File: src/rtl/spram_frame_arbiter.sv
// ---------------------------------------------------------------------------
// spram_frame_arbiter
//
// Arbitrates the single port of the four-bank SP256K frame buffer between
// the camera capture path (writes) and the VGA scan-out path (reads), all on
// the 25 MHz pixel clock.
//
// Capture words are buffered in a small FIFO and written to sequential frame
// addresses. VGA reads always win the SPRAM slot and return data a fixed two
// cycles after the request. A frame is filled after frame_start and
// completes when the last frame word has been issued to the SPRAM.
//
// Parameters
//   FRAME_WORDS  16-bit words per frame (640x480 at 1 bit/pixel = 19200)
//   FIFO_DEPTH   capture buffer entries, power of two, at least 2
//
// Ports
//   clk          pixel clock, every flop in the block uses it
//   rst_n        synchronous active-low reset
//   frame_start  one-cycle pulse, (re)starts a frame fill
//   wr_valid     capture word available
//   wr_data      packed pixels, bit i is pixel 16*addr+i
//   wr_ready     combinational, word taken when wr_valid && wr_ready
//   rd_req       single-cycle VGA read request
//   rd_addr      word address, bank = [15:14], local = [13:0]
//   rd_valid     rd_data valid this cycle (two cycles after rd_req)
//   rd_data      read word, 0 for addresses beyond the frame
//   frame_done   one-cycle pulse alongside the final frame write
//   buf_full     level, a complete frame is stored
//   ram_ad       registered SPRAM local address shared by all banks
//   ram_di       registered SPRAM write data
//   ram_we       registered one-hot per-bank write enable
//   ram_do       bank read data, bank b on [16b+15:16b]
// ---------------------------------------------------------------------------
module spram_frame_arbiter #(
    parameter int FRAME_WORDS = 19200,
    parameter int FIFO_DEPTH  = 4
) (
    input  logic        clk,
    input  logic        rst_n,
    input  logic        frame_start,
    input  logic        wr_valid,
    input  logic [15:0] wr_data,
    output logic        wr_ready,
    input  logic        rd_req,
    input  logic [15:0] rd_addr,
    output logic        rd_valid,
    output logic [15:0] rd_data,
    output logic        frame_done,
    output logic        buf_full,
    output logic [13:0] ram_ad,
    output logic [15:0] ram_di,
    output logic [3:0]  ram_we,
    input  logic [63:0] ram_do
);

    localparam int              PTR_W     = $clog2(FIFO_DEPTH);
    localparam logic [15:0]     FRAME_LEN = 16'(FRAME_WORDS);
    localparam logic [15:0]     LAST_WORD = 16'(FRAME_WORDS - 1);
    localparam logic [PTR_W:0]  PTR_ONE   = 1;

    typedef enum logic [1:0] {
        IDLE,
        FILL,
        DONE
    } state_t;

    state_t state;
    state_t state_next;

    // Capture FIFO: one extra pointer bit tells full from empty.
    logic [15:0]    fifo_mem [FIFO_DEPTH];
    logic [PTR_W:0] fifo_wptr;
    logic [PTR_W:0] fifo_rptr;
    logic           fifo_empty;
    logic           fifo_full;
    logic [15:0]    fifo_head;

    // wr_ptr counts words issued to SPRAM, acc_cnt counts words accepted.
    logic [15:0]    wr_ptr;
    logic [15:0]    acc_cnt;

    logic           push;
    logic           pop;
    logic           last_write;

    // Read pipeline: bank and out-of-range flag travel alongside the SPRAM
    // access so the output mux picks the right bank when data arrives.
    logic           s1_valid;
    logic [1:0]     s1_bank;
    logic           s1_oor;
    logic           s2_valid;
    logic [1:0]     s2_bank;
    logic           s2_oor;
    logic [15:0]    bank_word;

    assign fifo_empty = (fifo_wptr == fifo_rptr);
    assign fifo_full  = (fifo_wptr[PTR_W] != fifo_rptr[PTR_W]) &&
                        (fifo_wptr[PTR_W-1:0] == fifo_rptr[PTR_W-1:0]);
    assign fifo_head  = fifo_mem[fifo_rptr[PTR_W-1:0]];
    assign push       = wr_valid && wr_ready;
    assign bank_word  = ram_do[{s2_bank, 4'b0000} +: 16];

    // State register.
    always_ff @(posedge clk) begin
        if (!rst_n) begin
            state <= IDLE;
        end else begin
            state <= state_next;
        end
    end

    // Next state, capture handshake and write-slot decision. A write only
    // gets the slot when no read is requested; it is also held off on a
    // frame_start cycle because the restart throws away the buffered words
    // and rewinds the address.
    always_comb begin
        state_next = state;
        wr_ready   = 1'b0;
        pop        = 1'b0;
        last_write = 1'b0;
        case (state)
            IDLE: begin
            end
            FILL: begin
                wr_ready = !fifo_full && (acc_cnt < FRAME_LEN) && !frame_start;
                pop      = !rd_req && !fifo_empty && !frame_start;
                if (pop && (wr_ptr == LAST_WORD)) begin
                    last_write = 1'b1;
                    state_next = DONE;
                end
            end
            DONE: begin
            end
            default: begin
                state_next = IDLE;
            end
        endcase
        if (frame_start) begin
            state_next = FILL;
        end
    end

    // FIFO storage is not reset; only the pointers define its contents.
    always_ff @(posedge clk) begin
        if (push) begin
            fifo_mem[fifo_wptr[PTR_W-1:0]] <= wr_data;
        end
    end

    // FIFO pointers and frame counters. frame_start flushes everything so
    // the new frame begins at word 0.
    always_ff @(posedge clk) begin
        if (!rst_n) begin
            fifo_wptr <= '0;
            fifo_rptr <= '0;
            wr_ptr    <= '0;
            acc_cnt   <= '0;
        end else if (frame_start) begin
            fifo_wptr <= '0;
            fifo_rptr <= '0;
            wr_ptr    <= '0;
            acc_cnt   <= '0;
        end else begin
            if (push) begin
                fifo_wptr <= fifo_wptr + PTR_ONE;
                acc_cnt   <= acc_cnt + 16'd1;
            end
            if (pop) begin
                fifo_rptr <= fifo_rptr + PTR_ONE;
                wr_ptr    <= wr_ptr + 16'd1;
            end
        end
    end

    // SPRAM port registers. Reads own the slot whenever requested; an idle
    // slot keeps address and data so the SPRAM inputs do not toggle.
    always_ff @(posedge clk) begin
        if (!rst_n) begin
            ram_ad <= '0;
            ram_di <= '0;
            ram_we <= '0;
        end else if (rd_req) begin
            ram_ad <= rd_addr[13:0];
            ram_we <= '0;
        end else if (pop) begin
            ram_ad <= wr_ptr[13:0];
            ram_di <= fifo_head;
            ram_we <= 4'b0001 << wr_ptr[15:14];
        end else begin
            ram_we <= '0;
        end
    end

    // Read return path: stage 1 lines up with ram_ad, stage 2 with the
    // SPRAM output register, and the final register drives rd_data.
    always_ff @(posedge clk) begin
        if (!rst_n) begin
            s1_valid <= 1'b0;
            s1_bank  <= '0;
            s1_oor   <= 1'b0;
            s2_valid <= 1'b0;
            s2_bank  <= '0;
            s2_oor   <= 1'b0;
            rd_valid <= 1'b0;
            rd_data  <= '0;
        end else begin
            s1_valid <= rd_req;
            s1_bank  <= rd_addr[15:14];
            s1_oor   <= (rd_addr >= FRAME_LEN);
            s2_valid <= s1_valid;
            s2_bank  <= s1_bank;
            s2_oor   <= s1_oor;
            rd_valid <= s2_valid;
            if (s2_valid) begin
                rd_data <= s2_oor ? 16'h0000 : bank_word;
            end
        end
    end

    // Frame completion: frame_done coincides with the final ram_we, and
    // buf_full stays up until the next frame_start.
    always_ff @(posedge clk) begin
        if (!rst_n) begin
            frame_done <= 1'b0;
            buf_full   <= 1'b0;
        end else begin
            frame_done <= last_write;
            if (frame_start) begin
                buf_full <= 1'b0;
            end else if (last_write) begin
                buf_full <= 1'b1;
            end
        end
    end

endmodule

File: config.mk
export PLATFORM = sky130hd
export DESIGN_NAME = spram_frame_arbiter
export DESIGN_NICKNAME = d
export VERILOG_FILES = /design/src/rtl/spram_frame_arbiter.sv
export SDC_FILE = /design/constraint.sdc
export NUM_CORES = 1
export LEC_CHECK = 0
export CORE_ASPECT_RATIO = 0.75
export CORE_MARGIN = 5
export CORE_UTILIZATION = 46
export DETAILED_ROUTE_END_ITERATION = 16
export PLACE_DENSITY = 0.86
export SYNTH_ARGS = -nofsm -noshare
export SYNTH_HDL_FRONTEND = slang
export SYNTH_SLANG_ARGS = --single-unit
File: constraint.sdc
create_clock -name clk -period 3.5 [get_ports clk]
set_clock_uncertainty 0.05 [all_clocks]
set_input_delay 0.7 -clock clk [delete_from_list [all_inputs] [get_ports clk]]
set_output_delay 0.7 -clock clk [all_outputs]
set_load 0.03 [all_outputs]
Word level (Yosys, flattened, before mapping)
Memories as Yosys holds them, arrays and structs flattened. A register that Yosys moved wholly into a read port is not among the register bits.
Index checks and enable logic that the tools add are counted.
Cells by class
  add/sub/neg operators: 4
  magnitude comparators: 2
  equality and inequality tests: 9
  shift operators: 2
  multiplexer cells: 12
  bitwise operators: 4
  reduce and logical (&&, ||, !) cells: 20
Operators by type and width (number)
  64-bit by 7-bit variable part select with 16-bit output: 1
  16-bit by 1-bit adder with 16-bit output (second input constant): 2
  14-bit 2-to-1 mux: 2
  16-bit by 15-bit equality test with 1-bit output (second input constant): 1
  16-bit by 15-bit >= comparator with 1-bit output (second input constant): 1
  16-bit by 15-bit less-than comparator with 1-bit output (second input constant): 1
  16-bit 2-to-1 mux: 1
  1-bit logical AND: 7
  1-bit 2-to-1 mux: 7
  3-bit by 1-bit adder with 3-bit output (second input constant): 2
  2-bit AND reduction: 3
  1-bit zero test: 5
  1-bit NOT: 4
  2-bit one-hot mux with 2 select lines: 1
  2-bit OR reduction: 2
  1-bit by 2-bit left shift with 4-bit output (first input constant): 1
  3-bit equality test: 1
  3-bit inequality test (second input constant): 1
  3-bit OR reduction: 1
  2-bit by 1-bit equality test with 1-bit output (second input constant): 1
  2-bit equality test: 1
  2-bit equality test (second input constant): 1
  2-bit zero test: 1
  2-bit 2-to-1 mux: 1
  4 further kinds: 4
Word-level totals
  flip-flop bits (word level): 85
  RAM bits: 64
  bits of input ports: 101
  output and inout port bits: 54
  logic and storage cells: 72
  memories: 1
Memories
  fifo_mem: depth 4, bits a word 16, read ports 1, clocked after memory_dff 1, write ports 1, line 72  | logic [15:0] fifo_mem [FIFO_DEPTH];

Longest topological paths before layout
Gate-level depths: netlist (run 1).
  word-level depth: 9
  depth in mapped cells: 7
  depth with buffers taken out: 5

Worst setup path after synthesis (run 1)
Ideal clock, no wire load.
  kind: in2reg
  start: input port frame_start
  end: memory fifo_mem[3][0], enable pin
  setup time: 0.409 ns
  data arrival time: 3.005 ns
  required time: 3.041 ns
  path slack: 0.035 ns
  stages on the path: 5
  buffers on the path: 2
  cells stage by stage: or3b_1 > a311o_1 > buf_6 > clkbuf_1 > nor3_1
Between the ends
  cells in the longest elaborated chain, start to end: 6
Ends and longest elaborated chain
  start, declared: line 41  | input logic frame_start,
  1-bit zero test: line 126  | wr_ready = !fifo_full && (acc_cnt < FRAME_LEN) && !frame_start;
  1-bit logical AND: line 126
  1-bit 2-to-1 mux: line 122  | case (state)
  1-bit logical AND: line 101  | assign push = wr_valid && wr_ready;
  1-bit 2-to-1 mux: line 146  | if (push) begin
  1-bit 2-to-1 mux (implied by the code): line 147  | fifo_mem[fifo_wptr[PTR_W-1:0]] <= wr_data;
  end, declared: line 72
Every way passes these cells.

Final worst setup path (run 1)
  start: input port frame_start
  end: output port wr_ready
Between the ends
  cells in the longest elaborated chain, start to end: 3
Ends and longest elaborated chain
  1-bit zero test: line 126
  1-bit logical AND: line 126
  1-bit 2-to-1 mux: line 122
  end, declared: line 44  | output logic wr_ready,
Every way passes these cells.

==> flow_metrics.tcl, run 1 <==
set metrics [dict create \
    period_needed_ns 3.13 \
    p_per_area_nw_per_um2 452 \
    die_width_microns 152 \
    maxCapViolations 0 \
    synthCells 606 \
    ir_drop_v 0.000412 \
    drt-initial-drc-count 358 \
    fill_cells 1094 \
    sw_frac_of_total_pct 22.0 \
    vias_per_cell 5.69 \
    coreArea_sq_um 14600 \
    status "finished clean" \
    rsz0062_at_grt "false" \
    slew_headroom_pct 32.9 \
    synth_top_area_share_pct 29.1 \
    mostFrequentLayoutCells "clkdlybuf4s50_1, dfxtp_1, a21oi_1, nand2_1, edfxtp_1" \
    rows 38 \
    drt-total-wl_microns 18000 \
    synthTopCellsByArea "dfxtp_1, edfxtp_1, mux4_2" \
    endpoint_kind "primary output" \
    final_cells 978 \
    postSynth.asyncResetShare_pct 0 \
    r2r-end "fifo_mem[3][7]$_DFFE_PP_" \
    hold_viol 0 \
    ios 155 \
    diodes 0 \
    layout_commonest_cell "clkdlybuf4s50_1" \
    dp_hpwl_microns 12800 \
    dieArea_sq_um 17700 \
    clock_path_buffers 2 \
    path_clk_slew_ns 0.06 \
    post-cts-setup-buffer-count 0 \
    p_leak_nw 3.19 \
    drc 0 \
    syn_nets 714 \
    vias 5560 \
    synth_cell_types 51 \
    hold_path_class "register to register" \
    die_h_microns 116 \
    cts_inserted_buffers 17 \
    synth_area_sq_um 6950 \
    yosysSeqAreaShare_pct 56.8 \
    wire_per_inst_microns 18.4 \
    syn_area_per_cell_sq_um 11.5 \
    arrival_ns 2.38 \
    p_sw_w 0.000935 \
    comb_power_share_pct 7.8 \
    place_congestion 0.827 \
    drtAntennaViolNets 0 \
    synth_ff_type "dfxtp_1" \
    whs_ns 0.387 \
    fin_setup_tns_ns 0 \
    grt_pass1_vias 5419 \
    grt.overflow.total 0 \
    r2r_cells 5 \
    ctsHoldBuffers 0 \
    tightest_slew_ns 1.00 \
    io_buffer_count 154 \
    first_pass_iters 5 \
    seqPwrFrac_pct 48.1 \
    ys_warn_count 0 \
    holdPathEnd "s2_valid$_SDFF_PN0_" \
    start_util_pct 47.4 \
    drv_slew 0 \
    track_usage_pct 20.4 \
    fin_nets 873 \
    clock_latency_ns 0.43 \
    startpoint_type "input pin" \
    synth_top_area_cell "dfxtp_1" \
    post-place-cells 946 \
    cts_root_buf "clkbuf_16" \
    r2r_slack_ns 1.13 \
    fmaxAchievable_mhz 320 \
    cp_max_fo 5 \
    internal_power_w 0.00331 \
    grt_first_pass_wirelength_microns 28400 \
    clock-sinks 165 \
    pwr-share-clk_pct 44.1 \
    rr_startpoint "fifo_rptr[0]$_SDFFE_PP0P_" \
    synth_edf_count 64 \
    antenna_found_initial 1 \
    min_from "s1_valid$_SDFF_PN0_" \
    fin_crit_sh_pct 89.3 \
    drive_gt1_share_pct 11.8 \
    grt_max_degree 43 \
    cts_tree "yes" \
    hold_depth 1 \
    finalSetupViolCount 0 \
    htreeDepth 4 \
    cts.repair.resized 0 \
    ys_seq_elements 165 \
    worstSetupPathType "input pin to primary output" \
    required_ns 2.75 \
    area_delta_synth_final_pct 35.0 \
]
==> power groups by stage <==
| stage | combinational, W | clock, W | sequential (W) |
|---|---|---|---|
| 2_1_floorplan | 0.000110 | 0 | 0.00211 |
| 3_3_place_gp | 0.000320 | 0 | 0.00208 |
| 3_5_place_dp | 0.000327 | 0 | 0.00208 |
| 4_1_cts | 0.000331 | 0.00190 | 0.00204 |
| 5_1_grt | 0.000349 | 0.00199 | 0.00204 |
| 6_report | 0.000329 | 0.00187 | 0.00204 |
==> cells by family (layout without fill, tap and decap cells) <==
logic type | after synthesis | count (layout) | synth area share [%]
buffers and inverters | 46 | 218 | 2.81
AOI/OAI and AO/OA | 134 | 134 | 11.4
muxes | 40 | 40 | 11.5
DFF | 165 | 165 | 56.8
xor gates and xnor gates | 7 | 7 | 0.883
and+or+nand+nor | 207 | 207 | 15.3
adders and majority gates | 7 | 7 | 1.26
==> per-layer routing <==
layer  vias to the layer above  global-route usage [%]  wire length (microns)
met1                      2672                    25.3                   7230
met2                       258                    33.8                   8850
li1                       2585                       -                      -
met3                        43                    6.07                   1440
met5                         -                       0                     13
met4                         2                    9.04                    478
==> cell type report <==
cell class                 count  area, sq um  share of cell area, %
inverter                      10         37.5                  0.400
sequential                   165         3940                   42.0
multi-input combinational    395         2830                   30.1
timing repair buffer         176         1720                   18.3
tap                          200          250                   2.67
clock buffer                  21          493                   5.26
clock inverter                11          111                   1.19
==> state kept, by name (all words and copies together), names as in the netlist, 2 cells and up <==
signal / flops
fifo_mem: 64
acc_cnt: 16
ram_di: 16
rd_data: 16
wr_ptr: 16
ram_ad: 14
ram_we: 4
fifo_rptr: 3
fifo_wptr: 3
s1_bank: 2
s2_bank: 2
state: 2
==> worst max path at each step <==
stage                           start  cells past startpoint                        to
final                     frame_start                      5                  wr_ready
after global routing      frame_start                      5                  wr_ready
after CTS                 frame_start                      5                  wr_ready
after detailed placement  frame_start                      5                  wr_ready
after global placement    frame_start                      5                  wr_ready
after floorplan           frame_start                      5  fifo_mem[3][0]$_DFFE_PP_
==> stage by stage <==
step	cell area [sq um]	total power, W	utilization, %	worst slack (ns)
after floorplan	6950	0.00222	-	0.0354
after global placement	8770	0.00240	59.9	0.421
after detailed placement	8770	0.00241	59.9	0.397
after CTS	9380	0.00427	64.0	0.380
after global routing	9380	0.00438	64.0	0.311
final	9380	0.00424	64.0	0.374
==> Yosys cell counts, types with 8 or more instances <==
cell and count:
or3_1 8, mux2i_1 8, nor2_1 30, and2_1 8, edfxtp_1 64, mux4_2 32, nand2_1 65, dfxtp_1 101
a21oi_1 78, nor2b_1 19, inv_1 9, clkbuf_1 23, nand3_1 19, o21ai_0 16, and3_1 11, o31ai_1 15
buf_2 9, nand4_1 10, nand2b_1 8, or4_1 15
==> worst max-delay path, stage by stage <==
cell and delay (ns):
clkdlybuf4s50_1 0.50, or3b_1 0.44, a311o_1 0.39, nor2_1 0.20, buf_12 0.15
Note: power is estimated with default switching activity, not from simulation.
==> inputs of run 2 (changes only) <==
- CORE_UTILIZATION: 46 -> 54
- PLACE_DENSITY: 0.86 -> 0.94
- clock period: 3.5 -> 4 ns (I/O delays scaled with it)
==> flow_metrics.tcl, run 2 (synthesis results as in run 1) <==
set metrics [dict create \
    die_width_microns 141 \
    drc 0 \
    ff_latch_area_sq_um 3940 \
    period_needed_ns 3.24 \
    layout_commonest_cell "clkdlybuf4s50_1" \
    drt-initial-drc-count 498 \
    tightest_slew_ns 1.14 \
    vias 5673 \
    wire_per_inst_microns 21.1 \
    fill_cells 778 \
    drtAntennaViolNets 0 \
    coreArea_sq_um 12400 \
    slew_headroom_pct 23.6 \
    cts_root_buf "clkbuf_16" \
    area_delta_synth_final_pct 33.9 \
    io_buffer_count 154 \
    clock_latency_ns 0.42 \
    status "finished clean" \
    cts.repair.resized 0 \
    required_ns 3.15 \
    drv_slew 0 \
    drive_gt1_share_pct 11.0 \
    endpoint_kind "primary output" \
    cp_max_fo 5 \
    diodes 0 \
    grt_max_degree 43 \
    worstSetupPathType "input pin to primary output" \
    clock_path_buffers 2 \
    final_util_pct 74.8 \
    cts_inserted_buffers 17 \
    p_leak_nw 3.17 \
    rsz0062_at_grt "false" \
    hold_path_class "register to register" \
    maxCapViolations 0 \
    p_per_area_nw_per_um2 414 \
    fin_setup_tns_ns 0 \
    first_pass_iters 5 \
    post-cts-setup-buffer-count 0 \
    path_clk_slew_ns 0.07 \
    grt_pass1_vias 5877 \
    largest_register_ffs 64 \
    track_usage_pct 26.3 \
    htreeDepth 4 \
    mostFrequentLayoutCells "clkdlybuf4s50_1, dfxtp_1, a21oi_1, nand2_1, edfxtp_1" \
    fin_crit_sh_pct 81.0 \
    ctsHoldBuffers 0 \
    multi_input_area_sq_um 2830 \
    arrival_ns 2.39 \
    ir_drop_v 0.000301 \
    die_h_microns 108 \
    drt-total-wl_microns 19700 \
    vias_per_cell 6.06 \
    dieArea_sq_um 15300 \
    start_util_pct 55.9 \
    cts_tree "yes" \
    antenna_found_initial 0 \
    fin_nets 865 \
    hold_viol 0 \
    clock-sinks 165 \
    ios 155 \
    place_congestion 0.944 \
    grt.overflow.total 0 \
    grt_first_pass_wirelength_microns 31300 \
    rows 35 \
    fmaxAchievable_mhz 309 \
    startpoint_type "input pin" \
    finalSetupViolCount 0 \
    dp_hpwl_microns 13700 \
]
[run 2: cell types whose count changed in the layout (fill, tap and decap cells not counted), sizes merged]
cell	delta
buf	-8
clkbuf	-4
bufinv	+3
inv	+1
[run 2: critical path, cell delays in order]
cell and delay (ns):
clkdlybuf4s50_1 0.47, or3b_1 0.44, a311o_1 0.35, nor2_1 0.14
buf_4 0.19
[run 2: area by class of cell]
class	instances	share of cell area, %
Tap cell	166	2.23
Timing Repair Buffer	168	17.7
Inverter	10	0.404
Multi-Input combinational cell	395	30.4
Clock buffer	17	4.57
Sequential cell	165	42.4
Clock inverter	15	2.33
[run 2: where the power goes]
part | switching [W] | internal, W | total [W] | leakage [nW]
registers | 0.0000203 | 0.00177 | 0.00179 | 1.40
clock network | 0.000710 | 0.00106 | 0.00177 | 0.313
logic | 0.000130 | 0.000161 | 0.000291 | 1.46
total | 0.000861 | 0.00299 | 0.00385 | 3.17
[run 2: final timing paths]
| check | cells after the start | to | startpoint | slack (ns) |
|---|---|---|---|---|
| setup / recovery | 5 | wr_ready | frame_start | 0.76 |
| hold / removal | 1 | s2_valid$_SDFF_PN0_ | s1_valid$_SDFF_PN0_ | 0.39 |
| setup reg to reg | 5 | fifo_mem[2][14]$_DFFE_PP_ | fifo_rptr[0]$_SDFFE_PP0P_ | 1.46 |
| hold reg to reg | 1 | s2_valid$_SDFF_PN0_ | s1_valid$_SDFF_PN0_ | 0.39 |
[run 2: metal layers]
| metal | part of all wire (%) | routed length (microns) | GRT usage, % |
|---|---|---|---|
| met3 | 8.0 | 1590 | 5.84 |
| met4 | 2.8 | 552 | 9.41 |
| met1 | 39 | 7720 | 31.8 |
| met5 | 0 | 0 | 0 |
| met2 | 50 | 9860 | 46.7 |
[run 2: stage by stage]
stage / worst slack (ns) / std cells / power (W) / instance area (sq um) / hold WS (ns)
after floorplan: 0.435 / 606 / 0.00194 / 6950 / 0.362
after global placement: 0.797 / 904 / 0.00210 / 8660 / 0.364
after detailed placement: 0.732 / 904 / 0.00211 / 8660 / 0.375
after CTS: 0.766 / 936 / 0.00386 / 9300 / 0.388
after global routing: 0.590 / 936 / 0.00396 / 9300 / 0.413
final: 0.761 / 936 / 0.00385 / 9300 / 0.392
==> inputs of run 3 (changes only) <==
- CORE_UTILIZATION: 54 -> 50
- PLACE_DENSITY: 0.94 -> 0.88
- clock period: 4 -> 3 ns (I/O delays scaled with it)
==> flow_metrics.tcl, run 3 (synthesis results as in run 1) <==
set metrics [dict create \
    rr_startpoint "fifo_wptr[1]$_SDFFE_PP0P_" \
    cts_root_buf "clkbuf_16" \
    dp_hpwl_microns 13100 \
    area_delta_synth_final_pct 34.6 \
    clock_latency_ns 0.41 \
    final_util_pct 68.5 \
    preCtsSetupSlack_ns 0.151 \
    finalSetupViolCount 0 \
    drive_gt1_share_pct 11.8 \
    die_width_microns 146 \
    diodes 0 \
    mostFrequentLayoutCells "clkdlybuf4s50_1, dfxtp_1, a21oi_1, nand2_1, edfxtp_1" \
    drc 0 \
    drt-initial-drc-count 576 \
    p_leak_nw 3.18 \
    io_buffer_count 154 \
    whs_ns 0.386 \
    grt_max_degree 43 \
    first_pass_iters 5 \
    wire_per_inst_microns 19.3 \
    clock-sinks 165 \
    ir_drop_v 0.000475 \
    place_congestion 0.870 \
    grt.overflow.total 0 \
    cts_inserted_buffers 17 \
    rows 37 \
    tightest_slew_ns 0.838 \
    layout_commonest_cell "clkdlybuf4s50_1" \
    holdPathEnd "s2_oor$_SDFF_PN0_" \
    required_ns 2.35 \
    startpoint_type "input pin" \
    fmaxAchievable_mhz 352 \
    cts.repair.resized 0 \
    min_from "s1_oor$_SDFF_PN0_" \
    die_h_microns 112 \
    cp_max_fo 2 \
    vias_per_cell 5.85 \
    grt_first_pass_wirelength_microns 29800 \
    rsz0062_at_grt "false" \
    endpoint_kind "primary output" \
    fin_nets 875 \
    htreeDepth 4 \
    vias 5590 \
    fin_crit_sh_pct 94.8 \
    drv_slew 0 \
    r2r_cells 6 \
    cts_tree "yes" \
    drtAntennaViolNets 0 \
    path_clk_slew_ns 0.06 \
    finalWorstSetupSlack_ns 0.156 \
    antenna_found_initial 0 \
    hold_viol 0 \
    worstSetupPathType "input pin to primary output" \
    arrival_ns 2.19 \
    largest_register_ffs 64 \
    grt_pass1_vias 5765 \
    clock_path_buffers 2 \
    hold_path_class "register to register" \
    fin_setup_tns_ns 0 \
    r2r_slack_ns 0.72 \
    dieArea_sq_um 16400 \
    status "finished clean" \
    track_usage_pct 22.7 \
    hold_depth 1 \
    slew_headroom_pct 44.1 \
    maxCapViolations 0 \
    ctsHoldBuffers 0 \
    p_per_area_nw_per_um2 515 \
    r2r-end "ram_di[14]$_SDFFE_PN0P_" \
    period_needed_ns 2.84 \
    ios 155 \
    drt-total-wl_microns 18400 \
    start_util_pct 50.9 \
    coreArea_sq_um 13700 \
    post-cts-setup-buffer-count 0 \
]
[run 3: changes by cell type in the layout (fill, tap and decap cells not counted)]
cell | before | now
clkinv_4 | 3 | 1
clkinv_1 | 1 | 2
clkinvlp_2 | 0 | 1
inv_8 | 2 | 1
clkinvlp_4 | 1 | 3
clkbuf_1 | 0 | 2
buf_12 | 0 | 4
bufinv_16 | 4 | 1
buf_4 | 15 | 21
[run 3: how the worst max path moves through the flow]
stage | depth (start not counted) | startpoint | to
6_report | 5 | frame_start | wr_ready
5_1_grt | 5 | frame_start | wr_ready
4_1_cts | 5 | frame_start | wr_ready
3_5_place_dp | 5 | frame_start | wr_ready
3_3_place_gp | 5 | frame_start | wr_ready
2_1_floorplan | 5 | frame_start | fifo_mem[3][0]$_DFFE_PP_
[run 3: cell type report]
class | count | area, sq um
inverters | 10 | 37.5
fillers | 946 | 4310
repair buffers | 178 | 1770
multi-input cells | 395 | 2830
well taps | 175 | 219
flip-flops and latches | 165 | 3940
clock buffers | 19 | 433
clock inverters | 13 | 121
[run 3: power breakdown]
part	total [W]	internal, W	switching [W]
registers	0.00238	0.00236	0.0000199
logic	0.000399	0.000223	0.000176
clock network	0.00204	0.00115	0.000890
total	0.00482	0.00373	0.00109
[run 3: stage by stage]
step | power, W | cells | instance area [sq um]
after floorplan | 0.00258 | 606 | 6950
after CTS | 0.00485 | 955 | 9350
after global routing | 0.00498 | 955 | 9350
final | 0.00482 | 955 | 9350
after detailed placement | 0.00282 | 923 | 8800
after global placement | 0.00281 | 923 | 8800
[run 3: routing by layer]
metal  vias to the layer above  wire, microns  global-route usage, %
li1                       2590              -                      -
met1                      2711           7610                   28.3
met2                       263           8950                   38.5
met3                        26           1470                   6.38
met4                         0            369                   7.89
met5                         -              0                      0
[run 3: worst max-delay path, cell delays in order]
cell and delay, ns:
clkdlybuf4s50_1 0.43, or3b_1 0.42, a311o_1 0.36, nor2_1 0.22
buf_12 0.16
==> RTL edit, RTL diff (flow settings as in run 2) <==
Set the parameter `FIFO_DEPTH` to 2 (it was 4).
--- a/src/rtl/spram_frame_arbiter.sv
+++ b/src/rtl/spram_frame_arbiter.sv
@@ -35,5 +35,5 @@
 module spram_frame_arbiter #(
     parameter int FRAME_WORDS = 19200,
-    parameter int FIFO_DEPTH  = 4
+    parameter int FIFO_DEPTH  = 2
 ) (
     input  logic        clk,
Function: changed (Yosys sat finds a counterexample within 4 cycles, from zero or initial values and one cycle with rst_n low).
==> RTL edit against run 2 <==
  * Final area fell by 14%
  * Sequential cell count fell by 34
  * Routed wire length fell by 23%
  * Register-to-register slack improved by 0.11 ns
  * Largest cell class unchanged
  * Highest routed layer unchanged
  * Worst hold slack got worse by 0.0044 ns
  * Area after synthesis fell by 18%
  * Sequential share of layout area fell by 5.4 points
  * Worst setup slack got worse by 0.22 ns
  * Total power fell by 14%
  * Die area fell by 17%
==> RTL edit: results (changes against run 2) <==
| Metric | Value |
|---|---|
| Post-route minimum period | `3.46 ns (+0.221 ns)` |
| Largest net degree at the start of global routing | `59 (+37%)` |
| Fraction of registers with async set/reset | `0 (unchanged)` |
| Worst R2R Start | `fifo_rptr[1]` |
| Hold WC Path Type | `flip-flop to flip-flop` |
| Share of cells above drive strength 1 | `0.101 (-0.00981)` |
| First-pass GRT wire length | `24.5 mm (-22%)` |
| Critical R2R Capture | `wr_ptr[4]` |
| Filler instances | `639 (-18%)` |
| Met1 global-route usage | `0.283 (-0.0354)` |
| Worst Hold End | `s2_bank[0]` |
| Status | `finished, final reports clean` |
| Met3 usage in global routing | `0.0612 (+0.00286)` |
| CP arrival | `2.61 ns (+0.22 ns)` |
| Syn Inst Count | `528 (-13%)` |
| Clk slew on worst S/H paths | `0.05 ns (-0.02 ns)` |
| Unique cell type count in the Yosys netlist | `54 (+5.9%)` |
| Leakage | `2.86 nW (-9.6%)` |
| Met3 wire len | `1.10 mm (-31%)` |
| # placed instances | `790 (-13%)` |
| Dpl ws | `0.548 ns (-0.184 ns)` |
| Fin Hold WS | `0.388 ns (-0.00438 ns)` |
| Post-Layout Cell Count | `822 (-12%)` |
| Routed met2 length | `7.85 mm (-20%)` |
| Routed vias/inst | `5.91 (-2.4%)` |
| M1 WL | `6.02 mm (-22%)` |
| Clk. pwr | `1.66 mW (-6%)` |
| Max FFs per register | `32 (-50%)` |
| Clock power share | `0.500 (+0.040)` |
| Vias in the first global route | `5039 (-14%)` |
| Detailed Route Iter0 Violations | `369 (-26%)` |
| Largest cells by area after synthesis | `dfxtp_1 (35%), edfxtp_1 (17%), mux4_2 (6.3%)` |
| Int Power | `2.64 mW (-12%)` |
| EDFF count, synth | `32 (-50%)` |
| Critical Path Fanout Max | `6 (+1)` |
| Nets@finish | `776 (-10%)` |
| Total GRT Usage | `0.240 (-0.0229)` |
| Grt met2 use | `0.423 (-0.0436)` |
| Diodes inserted | `0 (unchanged)` |
| Hpwl dp | `10.5 mm (-23%)` |
| P_seq | `1.40 mW (-22%)` |
| Rel. slew slack | `0.175 (-0.0609)` |
| Routability cong. | `0.841 (-11%)` |
| Hold path start | `s1_bank[0]` |
| Post-Syn Nets | `631 (-12%)` |
| Setup slack on the worst flop-to-flop path | `1.57 ns (+0.11 ns)` |
| Synth top cells by count | `dfxtp_1 (99), a21oi_1 (45), nand2_1 (35), nor2b_1 (35), edfxtp_1 (32)` |
| Worst IR drop on VDD | `0.000296 V (-1.8%)` |
| Avg WL per Cell | `18.6 µm (-12%)` |
| Sequential element share of the synthesized area | `0.517 (-0.0505)` |
## RTL edit: final cells by class
type | count | share of cell area
clock buffers | 17 | 0.0534
clock inverters | 15 | 0.0269
inverters | 8 | 0.00377
multi-input cells | 351 | 0.322
flip-flops and latches | 131 | 0.370
well taps | 136 | 0.0214
repair buffers | 164 | 0.202
## RTL edit: logic make-up after synthesis
logic type      after synthesis  share of synthesized area
buf+inv                      46                     0.0323
simple gates                173                      0.173
flops                       131                      0.517
xor+xnor                      6                     0.0106
fa+ha+maj                     2                    0.00440
mux                          33                     0.0932
compound gates              137                      0.169
## RTL edit: stage by stage
step | area [µm²] | util
6_report | 7960 | 0.774
5_1_grt | 7960 | 0.774
4_1_cts | 7960 | 0.774
3_5_place_dp | 7320 | 0.712
3_3_place_gp | 7320 | 0.712
2_1_floorplan | 5690 | -
## RTL edit: worst max-delay path, stage by stage
cell             delay [ns]
clkdlybuf4s50_1        0.48
nor4b_1                0.31
o221ai_1               0.23
inv_2                  0.11
clkdlybuf4s50_1        0.67
